`src/rtl/stage_memory_if.sv`:
```
// ---------------------------------------------------------------------------
// stage_memory_if
//
// Purpose:
//   Data-memory request/response bus between the memory pipeline stage
//   (master) and the data memory (slave). At most one request is outstanding
//   at a time: a request is accepted on req_valid & req_ready, and the
//   matching response, which carries load data or a store acknowledge,
//   arrives later on resp_valid.
//
// Signals:
//   req_valid   master -> slave  request valid
//   req_ready   slave  -> master memory accepts the request
//   we          master -> slave  1 = store, 0 = load
//   addr        master -> slave  16-byte-aligned byte address (ADDR_W)
//   wdata       master -> slave  store data (DATA_W)
//   resp_valid  slave  -> master response valid (load data / store ack)
//   rdata       slave  -> master load data (DATA_W)
// ---------------------------------------------------------------------------
interface stage_memory_if #(
    parameter int ADDR_W = 32,
    parameter int DATA_W = 128
);
    logic              req_valid;
    logic              req_ready;
    logic              we;
    logic [ADDR_W-1:0] addr;
    logic [DATA_W-1:0] wdata;
    logic              resp_valid;
    logic [DATA_W-1:0] rdata;

    // The pipeline stage issues requests and consumes responses.
    modport master (
        output req_valid,
        output we,
        output addr,
        output wdata,
        input  req_ready,
        input  resp_valid,
        input  rdata
    );

    // The data memory accepts requests and produces responses.
    modport slave (
        input  req_valid,
        input  we,
        input  addr,
        input  wdata,
        output req_ready,
        output resp_valid,
        output rdata
    );
endinterface

```
`src/rtl/stage_memory.sv`:
```
// ---------------------------------------------------------------------------
// stage_memory
//
// Purpose:
//   Memory pipeline stage between execute and writeback. Takes one EX/MEM
//   bundle per handshake. Non-memory ops go straight into the MEM/WB
//   registers with one cycle of latency. Loads and stores are copied into
//   hold registers, issued to the data memory over the dmem bus, and only
//   retired into MEM/WB once the memory responds. Upstream is stalled for
//   the whole access.
//
// Ports:
//   clk, rst            clock, asynchronous active-high reset
//   mem_valid           EX/MEM bundle valid
//   mem_stall           upstream must hold the bundle and not advance
//   mem_result_src      00 ALU, 01 load data, 10 pc+4, 11 immediate
//   mem_reg_write       op writes the register file
//   mem_rd              destination register
//   mem_mem_read        load
//   mem_mem_write       store (wins if mem_mem_read is also set)
//   mem_alu_result      ALU result; low ADDR_W bits form the address
//   mem_write_data      store data
//   mem_pc_plus_4       pc+4
//   mem_imm_ext         extended immediate
//   dmem                data-memory bus (master side)
//   wb_valid            MEM/WB bundle valid this cycle
//   wb_result_src       registered result select
//   wb_reg_write        register-file write enable, 0 in bubble cycles
//   wb_rd               registered destination register
//   wb_alu_result       registered ALU result
//   wb_read_result      load data, 0 for anything that is not a load
//   wb_pc_plus_4        registered pc+4
//   wb_imm_ext          registered immediate
// ---------------------------------------------------------------------------
module stage_memory #(
    parameter int DATA_W = 128,
    parameter int PC_W   = 32,
    parameter int ADDR_W = 32,
    parameter int RD_W   = 5
) (
    input  logic              clk,
    input  logic              rst,

    input  logic              mem_valid,
    output logic              mem_stall,
    input  logic [1:0]        mem_result_src,
    input  logic              mem_reg_write,
    input  logic [RD_W-1:0]   mem_rd,
    input  logic              mem_mem_read,
    input  logic              mem_mem_write,
    input  logic [DATA_W-1:0] mem_alu_result,
    input  logic [DATA_W-1:0] mem_write_data,
    input  logic [PC_W-1:0]   mem_pc_plus_4,
    input  logic [DATA_W-1:0] mem_imm_ext,

    stage_memory_if.master    dmem,

    output logic              wb_valid,
    output logic [1:0]        wb_result_src,
    output logic              wb_reg_write,
    output logic [RD_W-1:0]   wb_rd,
    output logic [DATA_W-1:0] wb_alu_result,
    output logic [DATA_W-1:0] wb_read_result,
    output logic [PC_W-1:0]   wb_pc_plus_4,
    output logic [DATA_W-1:0] wb_imm_ext
);

    typedef enum logic [1:0] {
        IDLE = 2'd0,
        REQ  = 2'd1,
        WAIT = 2'd2
    } state_t;

    state_t state_q, state_d;

    logic              mem_op;
    logic              req_valid;

    logic [1:0]        hold_result_src_q, hold_result_src_d;
    logic              hold_reg_write_q,  hold_reg_write_d;
    logic [RD_W-1:0]   hold_rd_q,         hold_rd_d;
    logic              hold_is_store_q,   hold_is_store_d;
    logic [DATA_W-1:0] hold_alu_result_q, hold_alu_result_d;
    logic [DATA_W-1:0] hold_write_data_q, hold_write_data_d;
    logic [PC_W-1:0]   hold_pc_plus_4_q,  hold_pc_plus_4_d;
    logic [DATA_W-1:0] hold_imm_ext_q,    hold_imm_ext_d;

    logic              wb_valid_q,        wb_valid_d;
    logic [1:0]        wb_result_src_q,   wb_result_src_d;
    logic              wb_reg_write_q,    wb_reg_write_d;
    logic [RD_W-1:0]   wb_rd_q,           wb_rd_d;
    logic [DATA_W-1:0] wb_alu_result_q,   wb_alu_result_d;
    logic [DATA_W-1:0] wb_read_result_q,  wb_read_result_d;
    logic [PC_W-1:0]   wb_pc_plus_4_q,    wb_pc_plus_4_d;
    logic [DATA_W-1:0] wb_imm_ext_q,      wb_imm_ext_d;

    assign mem_op = mem_mem_read | mem_mem_write;

    // The request fields come only from the hold registers, so address, we
    // and wdata cannot change while a request waits for req_ready, even if
    // upstream misbehaves. The low four address bits are dropped to align
    // every access to a 16-byte vector.
    assign dmem.req_valid = req_valid;
    assign dmem.we        = hold_is_store_q;
    assign dmem.addr      = {hold_alu_result_q[ADDR_W-1:4], 4'b0000};
    assign dmem.wdata     = hold_write_data_q;

    assign wb_valid       = wb_valid_q;
    assign wb_result_src  = wb_result_src_q;
    assign wb_reg_write   = wb_reg_write_q;
    assign wb_rd          = wb_rd_q;
    assign wb_alu_result  = wb_alu_result_q;
    assign wb_read_result = wb_read_result_q;
    assign wb_pc_plus_4   = wb_pc_plus_4_q;
    assign wb_imm_ext     = wb_imm_ext_q;

    // Next-state and output logic. wb_valid and wb_reg_write default to 0 so
    // that every cycle without a retiring op is a bubble that cannot write
    // the register file. The wb data fields default to their current values
    // so they hold through bubbles. A response in IDLE or REQ is never
    // looked at, which is what makes a stale response after a reset
    // harmless.
    always_comb begin
        state_d           = state_q;
        req_valid         = 1'b0;
        mem_stall         = 1'b0;

        hold_result_src_d = hold_result_src_q;
        hold_reg_write_d  = hold_reg_write_q;
        hold_rd_d         = hold_rd_q;
        hold_is_store_d   = hold_is_store_q;
        hold_alu_result_d = hold_alu_result_q;
        hold_write_data_d = hold_write_data_q;
        hold_pc_plus_4_d  = hold_pc_plus_4_q;
        hold_imm_ext_d    = hold_imm_ext_q;

        wb_valid_d        = 1'b0;
        wb_reg_write_d    = 1'b0;
        wb_result_src_d   = wb_result_src_q;
        wb_rd_d           = wb_rd_q;
        wb_alu_result_d   = wb_alu_result_q;
        wb_read_result_d  = wb_read_result_q;
        wb_pc_plus_4_d    = wb_pc_plus_4_q;
        wb_imm_ext_d      = wb_imm_ext_q;

        case (state_q)
            IDLE: begin
                if (mem_valid) begin
                    if (mem_op) begin
                        mem_stall         = 1'b1;
                        hold_result_src_d = mem_result_src;
                        hold_reg_write_d  = mem_reg_write;
                        hold_rd_d         = mem_rd;
                        hold_is_store_d   = mem_mem_write;
                        hold_alu_result_d = mem_alu_result;
                        hold_write_data_d = mem_write_data;
                        hold_pc_plus_4_d  = mem_pc_plus_4;
                        hold_imm_ext_d    = mem_imm_ext;
                        state_d           = REQ;
                    end else begin
                        wb_valid_d        = 1'b1;
                        wb_reg_write_d    = mem_reg_write;
                        wb_result_src_d   = mem_result_src;
                        wb_rd_d           = mem_rd;
                        wb_alu_result_d   = mem_alu_result;
                        wb_read_result_d  = '0;
                        wb_pc_plus_4_d    = mem_pc_plus_4;
                        wb_imm_ext_d      = mem_imm_ext;
                    end
                end
            end

            REQ: begin
                req_valid = 1'b1;
                mem_stall = 1'b1;
                if (dmem.req_ready) begin
                    state_d = WAIT;
                end
            end

            WAIT: begin
                mem_stall = !dmem.resp_valid;
                if (dmem.resp_valid) begin
                    wb_valid_d        = 1'b1;
                    wb_reg_write_d    = hold_reg_write_q & !hold_is_store_q;
                    wb_result_src_d   = hold_result_src_q;
                    wb_rd_d           = hold_rd_q;
                    wb_alu_result_d   = hold_alu_result_q;
                    wb_read_result_d  = hold_is_store_q ? '0 : dmem.rdata;
                    wb_pc_plus_4_d    = hold_pc_plus_4_q;
                    wb_imm_ext_d      = hold_imm_ext_q;
                    state_d           = IDLE;
                end
            end

            default: begin
                state_d = IDLE;
            end
        endcase
    end

    // State, hold and MEM/WB registers. Reset clears everything, so an
    // access in flight is abandoned and the request bus returns to idle.
    always_ff @(posedge clk or posedge rst) begin
        if (rst) begin
            state_q           <= IDLE;
            hold_result_src_q <= '0;
            hold_reg_write_q  <= 1'b0;
            hold_rd_q         <= '0;
            hold_is_store_q   <= 1'b0;
            hold_alu_result_q <= '0;
            hold_write_data_q <= '0;
            hold_pc_plus_4_q  <= '0;
            hold_imm_ext_q    <= '0;
            wb_valid_q        <= 1'b0;
            wb_result_src_q   <= '0;
            wb_reg_write_q    <= 1'b0;
            wb_rd_q           <= '0;
            wb_alu_result_q   <= '0;
            wb_read_result_q  <= '0;
            wb_pc_plus_4_q    <= '0;
            wb_imm_ext_q      <= '0;
        end else begin
            state_q           <= state_d;
            hold_result_src_q <= hold_result_src_d;
            hold_reg_write_q  <= hold_reg_write_d;
            hold_rd_q         <= hold_rd_d;
            hold_is_store_q   <= hold_is_store_d;
            hold_alu_result_q <= hold_alu_result_d;
            hold_write_data_q <= hold_write_data_d;
            hold_pc_plus_4_q  <= hold_pc_plus_4_d;
            hold_imm_ext_q    <= hold_imm_ext_d;
            wb_valid_q        <= wb_valid_d;
            wb_result_src_q   <= wb_result_src_d;
            wb_reg_write_q    <= wb_reg_write_d;
            wb_rd_q           <= wb_rd_d;
            wb_alu_result_q   <= wb_alu_result_d;
            wb_read_result_q  <= wb_read_result_d;
            wb_pc_plus_4_q    <= wb_pc_plus_4_d;
            wb_imm_ext_q      <= wb_imm_ext_d;
        end
    end

endmodule

```
`src/flat_wrapper.sv`:
```
// flat-port wrapper written by rule: the top's interface ports become plain ports
module stage_memory_flat 
#(
    parameter int DATA_W = 128,
    parameter int PC_W   = 32,
    parameter int ADDR_W = 32,
    parameter int RD_W   = 5
)
  (clk, rst, mem_valid, mem_stall, mem_result_src, mem_reg_write, mem_rd, mem_mem_read, mem_mem_write, mem_alu_result, mem_write_data, mem_pc_plus_4, mem_imm_ext, wb_valid, wb_result_src, wb_reg_write, wb_rd, wb_alu_result, wb_read_result, wb_pc_plus_4, wb_imm_ext, dmem_req_valid, dmem_we, dmem_addr, dmem_wdata, dmem_req_ready, dmem_resp_valid, dmem_rdata);
  stage_memory_if #(.ADDR_W(ADDR_W), .DATA_W(DATA_W)) dmem_i ();
  input  logic clk;
  input  logic rst;
  input  logic mem_valid;
  output logic mem_stall;
  input  logic [1:0] mem_result_src;
  input  logic mem_reg_write;
  input  logic [RD_W-1:0] mem_rd;
  input  logic mem_mem_read;
  input  logic mem_mem_write;
  input  logic [DATA_W-1:0] mem_alu_result;
  input  logic [DATA_W-1:0] mem_write_data;
  input  logic [PC_W-1:0] mem_pc_plus_4;
  input  logic [DATA_W-1:0] mem_imm_ext;
  output logic wb_valid;
  output logic [1:0] wb_result_src;
  output logic wb_reg_write;
  output logic [RD_W-1:0] wb_rd;
  output logic [DATA_W-1:0] wb_alu_result;
  output logic [DATA_W-1:0] wb_read_result;
  output logic [PC_W-1:0] wb_pc_plus_4;
  output logic [DATA_W-1:0] wb_imm_ext;
  output wire logic [$bits(dmem_i.req_valid)-1:0] dmem_req_valid;
  output wire logic [$bits(dmem_i.we)-1:0] dmem_we;
  output wire logic [$bits(dmem_i.addr)-1:0] dmem_addr;
  output wire logic [$bits(dmem_i.wdata)-1:0] dmem_wdata;
  input wire logic [$bits(dmem_i.req_ready)-1:0] dmem_req_ready;
  input wire logic [$bits(dmem_i.resp_valid)-1:0] dmem_resp_valid;
  input wire logic [$bits(dmem_i.rdata)-1:0] dmem_rdata;
  assign dmem_req_valid = dmem_i.req_valid;
  assign dmem_we = dmem_i.we;
  assign dmem_addr = dmem_i.addr;
  assign dmem_wdata = dmem_i.wdata;
  assign dmem_i.req_ready = dmem_req_ready;
  assign dmem_i.resp_valid = dmem_resp_valid;
  assign dmem_i.rdata = dmem_rdata;
  stage_memory #(.DATA_W(DATA_W), .PC_W(PC_W), .ADDR_W(ADDR_W), .RD_W(RD_W)) u_core (.clk(clk), .rst(rst), .mem_valid(mem_valid), .mem_stall(mem_stall), .mem_result_src(mem_result_src), .mem_reg_write(mem_reg_write), .mem_rd(mem_rd), .mem_mem_read(mem_mem_read), .mem_mem_write(mem_mem_write), .mem_alu_result(mem_alu_result), .mem_write_data(mem_write_data), .mem_pc_plus_4(mem_pc_plus_4), .mem_imm_ext(mem_imm_ext), .dmem(dmem_i), .wb_valid(wb_valid), .wb_result_src(wb_result_src), .wb_reg_write(wb_reg_write), .wb_rd(wb_rd), .wb_alu_result(wb_alu_result), .wb_read_result(wb_read_result), .wb_pc_plus_4(wb_pc_plus_4), .wb_imm_ext(wb_imm_ext));
endmodule
```
`config.mk`:
```
export PLATFORM = sky130hd
export DESIGN_NAME = stage_memory_flat
export DESIGN_NICKNAME = d
export VERILOG_FILES = /design/src/rtl/stage_memory_if.sv /design/src/rtl/stage_memory.sv /design/src/flat_wrapper.sv
export SDC_FILE = /design/constraint.sdc
export NUM_CORES = 2
export LEC_CHECK = 0
export ABC_AREA = 0
export BUFFER_PORTS_ARGS = -buffer_cell sky130_fd_sc_hd__buf_2
export CORE_AREA = 2 2 441 443
export DETAILED_ROUTE_END_ITERATION = 7
export DIE_AREA = 0 0 443 445
export GPL_ROUTABILITY_DRIVEN = 1
export PLACE_DENSITY = 0.46
export RECOVER_POWER = 100
export SYNTH_ARGS = -nofsm -noshare
export SYNTH_HDL_FRONTEND = slang
export SYNTH_SLANG_ARGS = --single-unit
```
`constraint.sdc`:
```
create_clock -name clk -period 55.3 [get_ports clk]
set_clock_uncertainty 0.2 [all_clocks]
set_input_delay 2.765 -clock clk [delete_from_list [all_inputs] [get_ports clk]]
set_output_delay 2.765 -clock clk [all_outputs]
set_load 0.005 [all_outputs]
```
# Yosys cells after proc, flatten, opt, wreduce, memory -nomap -nowiden
# Index checks and enable logic that the tools add are counted.
[word_totals]
register_bits = 852
in_bits = 559
output_inout_bits = 588
wordCells = 75
[classes]
n_eq_ne = 7
muxes = 42
bitwise_logic = 2
n_reduce_logical = 7
[ops]
columns = ["cell", "n"]
rows = [
  ["$mux 128", 10],
  ["$pmux 128 s2", 3],
  ["$mux 32", 3],
  ["$pmux 32 s2", 1],
  ["$mux 5", 3],
  ["$mux 2", 7],
  ["$pmux 5 s2", 1],
  ["$mux 1", 9],
  ["$ne 2x2->1 const B", 4],
  ["$reduce_and 4->1", 2],
  ["$pmux 2 s3", 1],
  ["$pmux 1 s2", 2],
  ["$pmux 2 s2", 1],
  ["$pmux 1 s3", 1],
  ["$reduce_and 3->1", 1],
  ["$eq 2x1->1 const B", 1],
  ["$eq 2x2->1 const B", 1],
  ["$logic_not 1->1", 2],
  ["$logic_not 2->1", 1],
  ["$ne 2x1->1 const B", 1],
  ["$reduce_bool 2->1", 1],
  ["$and 1x1->1", 1],
  ["$or 1x1->1", 1],
]

# Logic depth before layout (Yosys ltp)
[logic_depth]
word_depth = 4
ltp_mapped = 7
depth_no_buf = 4

# Worst setup path before layout
# No wires, ideal clock.
[synth_path]
kind = "input -> output"
start = "input mem_valid"
end = "output mem_stall"
t_arrival_ns = 3.687
required_time_ns = 52.335
slack_ns = 48.648
cell_stages = 5
path_buffers = 2
cell_sequence = "nor3b_2 > nor2b_1 > clkbuf_1 > buf_2 > or3_1"
[synth_between]
elab_chain_len = 2
[synth_lines]
columns = ["item", "line_no", "source"]
rows = [
  ["from (decl)", "flat_wrapper.sv:13", "input logic mem_valid;"],
  ["$mux 1", "stage_memory.sv:148", "if (mem_valid) begin"],
  ["$pmux 1 s3", "stage_memory.sv:146", "case (state_q)"],
  ["to (decl)", "flat_wrapper.sv:14", "output logic mem_stall;"],
]
# No other way between the ends.

==> results.rst <==
.. list-table::
   :header-rows: 1

   * - Metric
     - Value
   * - Maximum number of pins on one net before global-route repair
     - 157
   * - Synth-to-Final Area Change
     - 32.8%
   * - FF-to-FF End
     - u_core.dmem.wdata[40]$_DFFE_PP0P_
   * - Total CTS buffers
     - 103
   * - Hold path startpoint
     - u_core.hold_alu_result_q[80]$_DFFE_PP0P_
   * - CTS H-tree lvls
     - 3
   * - Static leakage
     - 18.4 nW
   * - Setup slack of the most critical reg-to-reg path
     - 38.78 ns
   * - Routed wire length per instance
     - 25.2 um
   * - Areal power density over the cells
     - 60.0 mW/mm^2
   * - Final setup viols
     - 0
   * - Antenna violations before repair
     - 93
   * - Register Area
     - 0.0213 mm^2
   * - Number of synthesized register bits
     - 852
   * - Post-Synthesis Cells
     - 2,218
   * - Synthesized-area fraction occupied by ao, oa, aoi and oai cells
     - 13.3%
   * - Unrepaired setup endpoints after global routing
     - false
   * - Count of endpoints failing hold in the final timing report
     - 0
   * - Library cells used by synthesis
     - 25
   * - Share of synthesized area spent on multiplexers
     - 14.2%
   * - CP Data Required Time
     - 53.91 ns
   * - Kind of path behind the tightest hold check
     - reg -> reg
   * - Reg clk slew, reported paths
     - 0.06 ns
   * - Post-CTS resize count
     - 0
   * - Area of the core
     - 0.192 mm^2
   * - DPL Wire Length
     - 111,000 um
   * - Setup TNS
     - 0 ns
   * - Count of pins over their slew limit
     - 1,798
   * - WHS Path Cells
     - 1
   * - Cell at the root of the clock tree
     - clkbuf_16
   * - Number of DRC markers in iteration 0
     - 1,653
   * - Area of the mapped netlist
     - 0.0336 mm^2
   * - Total grt overflow
     - 0
   * - CP Launch Type
     - primary input
   * - Overall via count from detail_route
     - 24,400
   * - Starting density of the core
     - 17.5%
   * - Outcome
     - finished, violations left
   * - Number of sinks on the clock net
     - 852
   * - Violations in the final reports
     - max-capacitance violations, max-slew violations
   * - # port buffers
     - 1,142
   * - Critical path capture point type
     - asynchronous set/reset pin
   * - Slew Limit Headroom
     - -559%
   * - Syn avg cell area
     - 15.2 um^2
   * - Cell at the slowest stage of the critical path
     - clkbuf_1
   * - DRC errors left
     - 0
   * - Peak VDD IR
     - 0.0282 mV
   * - Max_cap viols
     - 24
   * - Highest net fanout along the worst path
     - 148
   * - CTS tree
     - yes
   * - Routability congestion estimate from global placement
     - 0.932
   * - Least-Margin Pin Slew
     - 9.89 ns
   * - Number of nets in the finished design
     - 3,852
   * - Clock insertion delay at the later pin of the skew report
     - 0.76 ns
   * - Layout cell share with drive strength beyond 1
     - 53.6%
   * - Kind of cell adding the most delay to the critical path
     - buffers and inverters
   * - Number of fillers in the final layout
     - 20,500
   * - Data arrival time of the worst path
     - 17.78 ns
   * - Die H
     - 445 um
   * - F_max
     - 52.2 MHz
   * - Routed Antenna Nets
     - 0
   * - Main combinational cell family by area after synthesis
     - multiplexers
   * - Via count normalized by instance count
     - 4.12
   * - Fraction of synthesized cell area in xor and xnor cells
     - 0%
   * - Total wirelength of the detailed-routed design
     - 149,000 um
   * - Arithmetic-cell share of the synthesized area counting full adders, half adders and majority gates
     - 0%
   * - Deepest clock path buffer count
     - 3
   * - Area of the multi-input gates
     - 0.0112 mm^2
   * - Shortest period the worst path allows
     - 19.17 ns
   * - Total global-route track usage
     - 14.5%
   * - Total die area
     - 0.197 mm^2
   * - Horizontal die dimension
     - 443 um
   * - Worst setup path class
     - in -> async
   * - Crit-path most repeated cell
     - clkbuf_1
   * - Via count of the first global-routing pass
     - 24,400
   * - Hold buffer count at cts
     - 0
   * - Worst reg2reg path depth
     - 7
   * - Number of detailed-routing iterations run before antenna repair
     - 5
   * - Std cell rows
     - 161
   * - Hold Path Sink
     - u_core.hold_alu_result_q[80]$_DFFE_PP0P_
   * - Final hold slack
     - 0.280 ns
   * - Global-route wire length before repair
     - 203,000 um
   * - Share of synthesized area occupied by flip-flops and latches
     - 63.4%
   * - Ordered list of cells on the worst path
     - buf_2, clkinvlp_2, clkbuf_1, clkbuf_1
   * - Startpoint of the worst register-to-register path
     - u_core.state_q[1]$_DFFE_PP0P_
   * - Worst path bufs/invs
     - 4
   * - Simple logic cell fraction of the synthesized area
     - 5.70%
   * - Worst stage delay on the critical path
     - 6.06 ns
   * - Number of cells on the critical path
     - 4
   * - Part of the cycle the worst path needs
     - 34.7%
   * - Synth Warn #
     - 0
   * - Number of top-level design ports
     - 1,147
   * - Number of setup buffers added after CTS
     - 0
state kept, by name, indices dropped and copies added (netlist names), 2 cells and up:
name                      cells
u_core.dmem.wdata           128
u_core.hold_alu_result_q    128
u_core.hold_imm_ext_q       128
u_core.wb_alu_result        128
u_core.wb_imm_ext           128
u_core.wb_read_result       128
u_core.hold_pc_plus_4_q      32
u_core.wb_pc_plus_4          32
u_core.hold_rd_q              5
u_core.wb_rd                  5
u_core.hold_result_src_q      2
u_core.state_q                2
u_core.wb_result_src          2
power breakdown:
part | switching (mW) | internal (mW)
Combinational | 0.395 | 0.447
Clock | 0.295 | 0.422
Sequential | 0.189 | 0.928
synthesized netlist by cell type:
library cell  count  share of area [%]
a21o_1            3              0.067
a22o_1          128                3.3
a32o_1            1              0.030
buf_1             1              0.011
buf_2            54               0.80
buf_4            69                1.5
clkbuf_1         80               0.89
conb_1            1              0.011
dfrtp_1         852                 63
inv_1             2              0.022
inv_2             1              0.011
mux2_1           10               0.34
mux2_2          415                 14
nand2_1           2              0.022
nand3b_1          1              0.022
nor2_1            2              0.022
nor2b_1           2              0.037
nor3b_1           1              0.022
nor3b_2           1              0.037
o221a_1          27               0.90
o221a_2         268                9.0
or2_1             9               0.17
or2_2           286                5.3
or3_1             1              0.019
or4b_1            1              0.030
through the flow:
stage | cells | area [um^2] | util [%] | setup slack, ns | power [mW]
finish | 5932 | 44600 | 23.2 | 36.13 | 2.68
global route | 5920 | 44600 | 23.2 | 32.81 | 2.82
CTS | 5898 | 45300 | 23.6 | 48.27 | 2.73
detailed placement | 5714 | 41700 | 21.7 | 47.44 | 1.99
global placement | 5714 | 41700 | 21.7 | 47.45 | 1.98
floorplan | 2221 | 33600 | - | 28.40 | 1.55
cells in the final DEF (no fill, tap or decap), types with 2 or more instances in the layout:
master      Yosys  final
a22o_1        128    128
clkinv_16       0      4
clkbuf_1       80    518
a21o_1          3      3
buf_1           1      3
or2_2         286    286
diode_2         0     34
clkinv_2        0      9
clkbuf_16       0    103
inv_16          0      2
or2_1           9      9
bufinv_16       0     10
nor3b_1         1      2
buf_2          54    669
o221a_1        27     27
o221a_2       268    268
dfrtp_1       852    852
nor2b_1         2      2
mux2_2        415    415
inv_6           0      2
mux2_1         10     10
clkbuf_8        0     22
conb_1          1      4
buf_4          69      7
clkinvlp_2      0      2
clkinvlp_4      0      3
routing by layer:
layer | GRT usage (%) | routed length, um | up-vias
met1 | 17.8 | 60400 | 12700
met5 | 0 | 53 | -
met4 | 5.41 | 5520 | 8
met2 | 23.7 | 72400 | 979
li1 | - | - | 10400
met3 | 4.58 | 10800 | 301
cell type report:
class	instances	share of cell area, %
antenna	34	0.191
clock buffer	152	6.68
clock inverter	32	1.28
inverter	3	0.0309
multi-input combinational	1162	25.1
sequential	852	47.8
tap	2526	7.08
timing repair buffer	1171	11.8
worst max-delay path by stage:
| stage | start | end | slack [ns] |
|---|---|---|---|
| after floorplan | rst | u_core.dmem.wdata[0]$_DFFE_PP0P_ | 28.40 |
| after global placement | rst | u_core.dmem.wdata[102]$_DFFE_PP0P_ | 47.45 |
| after detailed placement | rst | u_core.dmem.wdata[102]$_DFFE_PP0P_ | 47.44 |
| after CTS | rst | u_core.dmem.wdata[102]$_DFFE_PP0P_ | 48.27 |
| after global routing | rst | u_core.dmem.wdata[37]$_DFFE_PP0P_ | 32.81 |
| final | rst | u_core.wb_read_result[25]$_DFFE_PP0P_ | 36.13 |
kinds of logic (layout without fill, tap and decap cells):
| logic type | count (synthesis) | in the layout |
|---|---|---|
| buf+inv | 207 | 1358 |
| flops | 852 | 852 |
| simple gates | 306 | 306 |
| other cells | 1 | 38 |
| compound gates | 427 | 427 |
| mux | 425 | 425 |
Note: power is estimated with default switching activity, not from simulation.
